<file path="config.mk">
export PLATFORM = sky130hd
export DESIGN_NAME = mem_controller_flat
export DESIGN_NICKNAME = d
export VERILOG_FILES = /design/src/rtl/mem_controller_if.sv /design/src/rtl/mem_controller.sv /design/src/flat_wrapper.sv
export SDC_FILE = /design/constraint.sdc
export NUM_CORES = 1
export LEC_CHECK = 0
export CAP_MARGIN = 0
export CELL_PAD_IN_SITES_DETAIL_PLACEMENT = 0
export CELL_PAD_IN_SITES_GLOBAL_PLACEMENT = 1
export CORE_MARGIN = 2
export CORE_UTILIZATION = 26
export DETAILED_ROUTE_END_ITERATION = 8
export PLACE_DENSITY = 0.83
export RECOVER_POWER = 50
export SETUP_SLACK_MARGIN = 0.4
export SLEW_MARGIN = 20
export SYNTH_ARGS = -nofsm -noshare
export SYNTH_HDL_FRONTEND = slang
export SYNTH_SLANG_ARGS = --single-unit
</file>
<file path="constraint.sdc">
create_clock -name clk -period 1.4 [get_ports clk]
set_input_delay 0.21 -clock clk [delete_from_list [all_inputs] [get_ports clk]]
set_output_delay 0.21 -clock clk [all_outputs]
set_load 0.02 [all_outputs]
</file>
<file path="src/rtl/mem_controller_if.sv">
// Request and SRAM-control bundle between the dot-product sequencer and its SRAM bank.
// The master side issues phase requests; the slave side drives per-SRAM enables, addresses and the count.
interface mem_controller_if #(
    parameter int Addr_Width       = 4,
    parameter int Nums_SRAM        = 3,
    parameter int bits_Computation = 4
);
    logic                              Computing;
    logic                              load_from_file;
    logic [Nums_SRAM-1:0]              Mem_Clear;
    logic [Nums_SRAM-1:0]              En_Chip_Select;
    logic [Nums_SRAM-1:0]              En_Write;
    logic [Nums_SRAM-1:0]              En_Read;
    logic [Nums_SRAM*Addr_Width-1:0]   Addr_Read;
    logic [Nums_SRAM*Addr_Width-1:0]   Addr_Write;
    logic [bits_Computation-1:0]       test;

    modport master (
        output Computing, load_from_file,
        input  Mem_Clear, En_Chip_Select, En_Write, En_Read, Addr_Read, Addr_Write, test
    );

    modport slave (
        input  Computing, load_from_file,
        output Mem_Clear, En_Chip_Select, En_Write, En_Read, Addr_Read, Addr_Write, test
    );
endinterface

</file>
<file path="src/rtl/mem_controller.sv">
// Address/enable sequencer for the dot-product SRAM bank: fills operand SRAMs, then streams
// operand reads with a one-cycle-delayed result write into the last SRAM.
//
// mode          | meaning
// MODE_IDLE     | no request; only a pending result write may be issued
// MODE_LOAD     | fill operand SRAMs at wr_idx until the last word is written
// MODE_COMPUTE  | read operand SRAMs at rd_idx, count computations
// MODE_CLEAR    | Mem_reset: clear all SRAMs, suppress access, freeze state
module mem_controller #(
    parameter int Addr_Width       = 4,
    parameter int Nums_SRAM        = 3,
    parameter int bits_Computation = 4
) (
    input  logic clk,
    input  logic Mem_reset,
    input  logic Comp_reset,
    input  logic Mem_Index_reset,
    mem_controller_if.slave bus
);
    localparam int Ram_Depth        = 1 << Addr_Width;
    localparam int Nums_Computation = 1 << bits_Computation;
    localparam logic [Addr_Width-1:0]       LAST_ADDR = Addr_Width'(Ram_Depth - 1);
    localparam logic [bits_Computation-1:0] LAST_COMP = bits_Computation'(Nums_Computation - 1);
    localparam int RES = Nums_SRAM - 1;

    typedef enum logic [1:0] {
        MODE_IDLE,
        MODE_LOAD,
        MODE_COMPUTE,
        MODE_CLEAR
    } mode_t;

    mode_t                       mode;
    logic [Addr_Width-1:0]       wr_idx;
    logic [Addr_Width-1:0]       rd_idx;
    logic [Addr_Width-1:0]       pend_addr;
    logic [bits_Computation-1:0] cnt;
    logic                        load_done;
    logic                        comp_done;
    logic                        pend;
    logic                        write_op;
    logic                        issue_read;

    always_comb begin
        mode = MODE_IDLE;
        if (Mem_reset)
            mode = MODE_CLEAR;
        else if (bus.load_from_file)
            mode = MODE_LOAD;
        else if (bus.Computing)
            mode = MODE_COMPUTE;
    end

    assign write_op   = (mode == MODE_LOAD) && !load_done;
    assign issue_read = (mode == MODE_COMPUTE) && !comp_done;

    // Index/computation resets are applied last so they win over any advance in the same cycle.
    always_ff @(posedge clk) begin
        if (mode != MODE_CLEAR) begin
            if (write_op) begin
                if (wr_idx == LAST_ADDR)
                    load_done <= 1'b1;
                else
                    wr_idx <= wr_idx + 1'b1;
            end
            if (issue_read) begin
                rd_idx    <= rd_idx + 1'b1;
                pend_addr <= rd_idx;
                if (cnt == LAST_COMP)
                    comp_done <= 1'b1;
                else
                    cnt <= cnt + 1'b1;
            end
            pend <= issue_read;
        end
        if (Mem_Index_reset) begin
            wr_idx    <= '0;
            rd_idx    <= '0;
            pend_addr <= '0;
            load_done <= 1'b0;
            pend      <= 1'b0;
        end
        if (Comp_reset) begin
            cnt       <= '0;
            comp_done <= 1'b0;
            pend      <= 1'b0;
        end
    end

    always_comb begin
        bus.Mem_Clear      = '0;
        bus.En_Chip_Select = '0;
        bus.En_Write       = '0;
        bus.En_Read        = '0;
        bus.Addr_Read      = '0;
        bus.Addr_Write     = '0;
        bus.test           = cnt;
        if (mode == MODE_CLEAR) begin
            bus.Mem_Clear = '1;
        end else begin
            for (int i = 0; i < RES; i++) begin
                if (write_op) begin
                    bus.En_Chip_Select[i]                       = 1'b1;
                    bus.En_Write[i]                             = 1'b1;
                    bus.Addr_Write[i*Addr_Width +: Addr_Width] = wr_idx;
                end
                if (issue_read) begin
                    bus.En_Chip_Select[i]                      = 1'b1;
                    bus.En_Read[i]                             = 1'b1;
                    bus.Addr_Read[i*Addr_Width +: Addr_Width] = rd_idx;
                end
            end
            if (pend) begin
                bus.En_Chip_Select[RES]                       = 1'b1;
                bus.En_Write[RES]                             = 1'b1;
                bus.Addr_Write[RES*Addr_Width +: Addr_Width] = pend_addr;
            end
        end
    end
endmodule

</file>
<file path="src/flat_wrapper.sv">
// flat-port wrapper written by rule: the top's interface ports become plain ports
module mem_controller_flat 
#(
    parameter int Addr_Width       = 4,
    parameter int Nums_SRAM        = 3,
    parameter int bits_Computation = 4
)
  (clk, Mem_reset, Comp_reset, Mem_Index_reset, bus_Computing, bus_load_from_file, bus_Mem_Clear, bus_En_Chip_Select, bus_En_Write, bus_En_Read, bus_Addr_Read, bus_Addr_Write, bus_test);
  mem_controller_if #(.Addr_Width(Addr_Width), .Nums_SRAM(Nums_SRAM), .bits_Computation(bits_Computation)) bus_i ();
  input  logic clk;
  input  logic Mem_reset;
  input  logic Comp_reset;
  input  logic Mem_Index_reset;
  input wire logic [$bits(bus_i.Computing)-1:0] bus_Computing;
  input wire logic [$bits(bus_i.load_from_file)-1:0] bus_load_from_file;
  output wire logic [$bits(bus_i.Mem_Clear)-1:0] bus_Mem_Clear;
  output wire logic [$bits(bus_i.En_Chip_Select)-1:0] bus_En_Chip_Select;
  output wire logic [$bits(bus_i.En_Write)-1:0] bus_En_Write;
  output wire logic [$bits(bus_i.En_Read)-1:0] bus_En_Read;
  output wire logic [$bits(bus_i.Addr_Read)-1:0] bus_Addr_Read;
  output wire logic [$bits(bus_i.Addr_Write)-1:0] bus_Addr_Write;
  output wire logic [$bits(bus_i.test)-1:0] bus_test;
  assign bus_i.Computing = bus_Computing;
  assign bus_i.load_from_file = bus_load_from_file;
  assign bus_Mem_Clear = bus_i.Mem_Clear;
  assign bus_En_Chip_Select = bus_i.En_Chip_Select;
  assign bus_En_Write = bus_i.En_Write;
  assign bus_En_Read = bus_i.En_Read;
  assign bus_Addr_Read = bus_i.Addr_Read;
  assign bus_Addr_Write = bus_i.Addr_Write;
  assign bus_test = bus_i.test;
  mem_controller #(.Addr_Width(Addr_Width), .Nums_SRAM(Nums_SRAM), .bits_Computation(bits_Computation)) u_core (.clk(clk), .Mem_reset(Mem_reset), .Comp_reset(Comp_reset), .Mem_Index_reset(Mem_Index_reset), .bus(bus_i));
endmodule
</file>
==> summary.md <==
| Metric | Value |
|---|---|
| Outcome | complete, but fails checks |
| Failing checks | negative setup slack |
| Yosys cell types | 28 |
| LEAKAGE | 0.874 nW |
| Sequential share of power | 0.468 |
| Worst vdd ir | 244 uV |
| 1st-iter DRT viols | 44 |
| Hold Crit Class | input port to register |
| Placer Congestion | 0.727 |
| Worst Path Max Fanout | 5 |
| Synth Register Bits | 19 |
| Root buffer cell | clkbuf_8 |
| Setup-failing EPs final | 36 |
| Setup Skew | 0.00299 ns |
| Die H | 66.5 um |
| Num rows | 22 |
| Via Count | 1,033 |
| Predominant post-synthesis flop cell | dfxtp_1 |
| Max cap viols | 0 |
| Synth top area share | 0.374 |
| Hpwl dp | 1.86 mm |
| Min cycle time layout | 1.67 ns |
| Register area share after synthesis | 0.374 |
| Worst Hold Path EP | u_core.load_done |
| Clk sink count | 19 |
| TritonCTS clock tree | done |
| Worst hold slack | 0.406 ns |
| WP data required | 1.19 ns |
| Clock latency on the worst-skew pair | 0.26 ns |
| ANT nets after route | 0 |
| Synth area leader | dfxtp_1 |
| Unrepaired setup endpoints after global routing | yes |
| Via density | 4.49 |
| Initial antenna violation count | 0 |
| Nets@finish | 192 |
| Cts bufs inserted | 3 |
| CP top delay family | simple AND/OR/NAND/NOR gates |
| Comb power frac | 0.203 |
| Worst-path clk slew | 0.07 ns |
| Total GRT Usage | 0.133 |
| Top-count cell post-synth | buf_4 |
| IO Pins | 46 |
| NetSw | 319 uW |
| Reg-to-Reg Start | u_core.comp_done |
| Chip Width | 66.5 um |
| Number of diodes | 0 |
| Pwr dens | 615 nW/um2 |
| Finished Core Util | 0.519 |
| First-pass GRT wire length | 4.51 mm |
| Fin crit share | 1.19 |
| Post-synth EDFFs | 0 |
| Worst setup SP type | register |
| DRC viols | 0 |
| Hold-fix buffers at CTS | 0 |
| Reg2reg path depth | 5 |
| Layout area overhead | 89.8% |
| Placed cell area | 1520 um2 |
| FF-to-FF End | u_core.rd_idx[2] |
| Starting Density | 0.273 |
| Critical Path Sink Type | primary output |
| Filler cells | 351 |
| Largest net degree at the start of global routing | 11 |
| Netlist Area Pre-Place | 1020 um2 |
| Int Power | 867 uW |
| GRT overflow | 0 |
| Port Buffers | 40 |
| Buf+Inv Stages, Crit Path | 2 |
| Setup ws final | -0.272 ns |
| Drt wl/cell | 12.9 um |
| Core area | 3720 um2 |
| Hold Path Cell Cnt | 3 |
| Max Root-Sink Buffers | 2 |
| Crit Path Category | register to primary output |
| Final WL | 2.96 mm |
| Crit path cell chain | or4b_4 > buf_8 > nand2_4 > buf_6 |
| Synthesized netlist cell count | 126 |
| Ys async rst share | 0 |
| Syn_area_per_cell | 8.06 um2 |
| Layout cells sized above 1 | 0.670 |
| CP arrival | 1.46 ns |
| Sw Ratio | 0.269 |
| Fin area | 1930 um2 |
| Post-synth top cells | buf_4, dfxtp_1, a21oi_1 |
| H-tree depth | 1 |
| Drt pass-1 iters | 4 |
| Yosys warns | 0 |
| Vias in the first global route | 1,033 |
| Count of pins over their slew limit | 0 |
| Fmax | 598 MHz |
| Fin. Hold Viols | 0 |
| Place WS | -0.951 ns |
| Clock power frac | 0.329 |
| Internal reg-to-reg setup slack | -0.24 ns |
| Cells taking the most area after synthesis | dfxtp_1, buf_4, a21oi_1 |
| Critical-path top delay cell | or4b_4 |
| Worst hold start | bus_load_from_file |
| Die area | 4420 um2 |
| Largest stage delay, worst path | 0.54 ns |
-- state kept, by name, indices dropped and copies added (netlist names) --
name              flops
u_core.wr_idx         4
u_core.pend           1
u_core.load_done      1
u_core.rd_idx         4
u_core.comp_done      1
u_core.bus.test       4
u_core.pend_addr      4
-- area by class of cell --
type / instances / area (um2) / share of cell area
repair buffers: 72 / 716 / 0.371
multi-input cells: 79 / 651 / 0.337
flip-flops and latches: 19 / 397 / 0.206
inverters: 8 / 60.1 / 0.0311
well taps: 48 / 60.1 / 0.0311
clock buffers: 4 / 45.0 / 0.0234
-- stage by stage --
stage                     instances  TNS, ns  total power [mW]
after CTS                       223    -7.26              1.16
after global routing            230    -8.41              1.24
after detailed placement        208   -31.41             0.747
after floorplan                 130   -0.472             0.690
after global placement          208   -30.36             0.743
final                           230    -6.59              1.19
-- placed cells by master, fill, tap and decap left out, types with 3 or more instances in the layout --
master	count
dfxtp_1	12
dfxtp_2	4
clkbuf_1	4
conb_1	5
buf_4	15
and2_4	8
a21oi_2	8
buf_6	46
dfxtp_4	3
nand2_2	3
inv_4	4
clkbuf_8	3
a21oi_1	7
nor2_1	4
nand2_4	7
o21ai_1	3
-- tightest hold or removal path: stages --
cell           delay (ns)
dlygate4sd2_1        0.23
a31oi_1              0.09
nor2_1               0.10
-- power groups by stage --
stage               Combinational, mW  Clock, mW  Sequential [mW]
global route                    0.255      0.430            0.556
floorplan                       0.119          0            0.571
finish                          0.240      0.391            0.555
detailed placement              0.177          0            0.570
CTS                             0.202      0.402            0.552
global placement                0.174          0            0.569
-- cells by family (layout without fill, tap and decap cells) --
family                     count (synthesis)  after routing  synth area share
other                                      1              5           0.00369
adders and majority gates                  3              3            0.0369
AOI/OAI and AO/OA                         24             24             0.128
buffers and inverters                     32             84             0.192
DFF                                       19             19             0.374
xor gates and xnor gates                   1              1           0.00862
muxes                                      1              1            0.0111
and+or+nand+nor                           45             45             0.245
-- worst max path at each step --
stage	cells after the start	end	slack (ns)	start
after floorplan	6	bus_Addr_Read[4]	-0.10	u_core.comp_done
after global placement	6	bus_Addr_Read[5]	-0.92	Mem_reset
after detailed placement	6	bus_Addr_Read[3]	-0.95	Mem_reset
after CTS	5	bus_Addr_Read[3]	-0.31	u_core.comp_done
after global routing	5	bus_Addr_Read[3]	-0.33	u_core.comp_done
final	4	bus_En_Chip_Select[0]	-0.27	u_core.comp_done
-- layer usage --
metal | GRT usage | vias to the layer above | wire, um
li1 | - | 511 | -
met1 | 0.149 | 484 | 1180
met2 | 0.244 | 31 | 1610
met3 | 0.0220 | 7 | 109
met4 | 0.0587 | 0 | 60
met5 | 0 | - | 0
-- timing repair --
| item | in CTS | in global routing |
|---|---|---|
| endpoints found under the setup margin | 54 | 51 |
| gates resized for setup | 230 | 43 |
| buffers inserted | 11 | 7 |
| pin swaps | 10 | 12 |
| endpoints found under the hold margin | 0 | 0 |
No activity file was read; power rests on OpenSTA's default activity.
==> edit: new RTL, same flow settings <==
`bits_Computation` is set to 4 in 3 places; all go to 3.
--- a/src/rtl/mem_controller_if.sv
+++ b/src/rtl/mem_controller_if.sv
@@ -3,7 +3,7 @@
 interface mem_controller_if #(
     parameter int Addr_Width       = 4,
     parameter int Nums_SRAM        = 3,
-    parameter int bits_Computation = 4
+    parameter int bits_Computation = 3
 );
     logic                              Computing;
     logic                              load_from_file;
--- a/src/rtl/mem_controller.sv
+++ b/src/rtl/mem_controller.sv
@@ -9,7 +9,7 @@
 module mem_controller #(
     parameter int Addr_Width       = 4,
     parameter int Nums_SRAM        = 3,
-    parameter int bits_Computation = 4
+    parameter int bits_Computation = 3
 ) (
     input  logic clk,
     input  logic Mem_reset,
--- a/src/flat_wrapper.sv
+++ b/src/flat_wrapper.sv
@@ -3,7 +3,7 @@
 #(
     parameter int Addr_Width       = 4,
     parameter int Nums_SRAM        = 3,
-    parameter int bits_Computation = 4
+    parameter int bits_Computation = 3
 )
   (clk, Mem_reset, Comp_reset, Mem_Index_reset, bus_Computing, bus_load_from_file, bus_Mem_Clear, bus_En_Chip_Select, bus_En_Write, bus_En_Read, bus_Addr_Read, bus_Addr_Write, bus_test);
   mem_controller_if #(.Addr_Width(Addr_Width), .Nums_SRAM(Nums_SRAM), .bits_Computation(bits_Computation)) bus_i ();
Interface: changed (resized bus_test); port bits go from 46 to 45. The function was not compared with the original's and may differ.
==> edit against the original RTL <==
  * The flow still finishes with violations (setup timing)
  * Critical endpoint is now u_core.rd_idx[3]
  * Clock skew is 1.4 ps higher
  * Count of clock-buffer cells in the layout stayed put
  * Synthesized area is 3.8% lower
  * Sequential cell count is 1 lower
  * Total power is 1.9% higher
  * Routed wire length is 1.1% lower
  * Highest routed layer unchanged
  * Cell area is 0.26% lower
  * Fmax is 1.4% lower
  * Global-route usage is 0.30 points higher
  * Worst setup slack worse by 24 ps
==> edit: results (changes against the original RTL) <==
fin_nets: 193  # +0.52%
gp_congestion: 0.737  # +1.5%
worst_slack_ps: -296  # -24.4 ps
p_clk_frac: 0.364  # +0.035
worstPathMaxFanout: 8  # +3
dp_slack_ps: -942  # +9.29 ps
io_buffers: 39  # -2.5%
dpl_cell_area_mm2: 0.00149  # -2.0%
p_comb_frac: 0.200  # -0.003
drive_gt1_frac: 0.676  # +0.00549
syn_avg_cell_area_um2: 8.08  # +0.16%
n_fill_cell: 333  # -5.1%
endpoint: "u_core.rd_idx[3]"
wl_um: 2930  # -1.1%
r2r_cells: 6  # +1
grtUsageTotal: 0.136  # +0.00295
synth_warnings: 0  # unchanged
setup_violations: 35  # -2.8%
violations: "setup timing"
switching_power_uw: 317  # -0.70%
dp_cells: 203  # -2.4%
drt_iter0_drc: 21  # -52%
htree_levels: 1  # unchanged
p_leak_uw: 0.000904  # +3.4%
ir_drop_mv: 0.247  # +1.1%
viasPerCell: 4.47  # -0.58%
grt_pass1_vias: 996  # -3.6%
finalClockSkew_ps: 4.43  # +1.44 ps
final.setup.tns_ps: -6850  # -253 ps
hpwl_um: 1790  # -3.8%
cp_top_family: "simple AND/OR/NAND/NOR gates"
ys_top_cells_by_area: "dfxtp_1, buf_4, a21oi_1"
crit_type: "flop to flop"
yosysSeqAreaShare: 0.369  # -0.00563
outcome: "finished, violations left"
grt_max_degree: 14  # +3
arrival_ps: 1850  # +390 ps
grt_pass1_wl_um: 4460  # -1.1%
cts_buffers: 3  # unchanged
synth.distinct_cells: 25  # -11%
synthTopCellsByCount: "buf_4, dfxtp_1, a21oi_1"
edit: cell families after synthesis:
| kind of cell | synth area share |
|---|---|
| adder cells (fa/ha/maj) | 0.0512 |
| buffers and inverters | 0.200 |
| other | 0.00384 |
| multiplexers | 0.0154 |
| AO/OA/AOI/OAI | 0.122 |
| AND/OR/NAND/NOR | 0.230 |
| XOR/XNOR | 0.00896 |
| flip-flops | 0.369 |
edit: worst reg2reg max path: cells and delay by family, from the launching register on:
kind          cells  cell delay [ps]
mux               1              320
flops             1              320
simple gates      2              650
buf+inv           3              290
edit: layer usage:
metal / routed length [um] / vias to the layer above / global-route usage
met4: 82 / 0 / 0.0729
met1: 1160 / 494 / 0.146
met2: 1560 / 29 / 0.251
met3: 121 / 8 / 0.0223
met5: 0 / - / 0
li1: - / 496 / -
edit: worst min path at each step:
stage | start | end | slack [ps] | depth (start not counted)
2_1_floorplan | Comp_reset | u_core.bus.test[0] | 270 | 1
3_3_place_gp | u_core.pend_addr[0] | u_core.pend_addr[0] | 440 | 2
3_5_place_dp | u_core.pend_addr[0] | u_core.pend_addr[0] | 450 | 2
4_1_cts | bus_load_from_file | u_core.load_done | 390 | 3
5_1_grt | bus_load_from_file | u_core.load_done | 470 | 3
6_report | bus_load_from_file | u_core.load_done | 440 | 3
edit: timing repair:
item / CTS / global route
endpoints found under the setup margin: 52 / 49
pin swaps: 21 / 9
setup buffers: 15 / 8
resized for setup: 231 / 23
hold endpoints to repair: 0 / 0
edit: area by class of cell:
type                       count  area [um2]  share of cell area
inverter                       8        60.1              0.0312
clock buffer                   4        55.1              0.0286
tap                           48        60.1              0.0312
multi-input combinational     75         612               0.318
sequential                    18         373               0.194
timing repair buffer          77         763               0.397
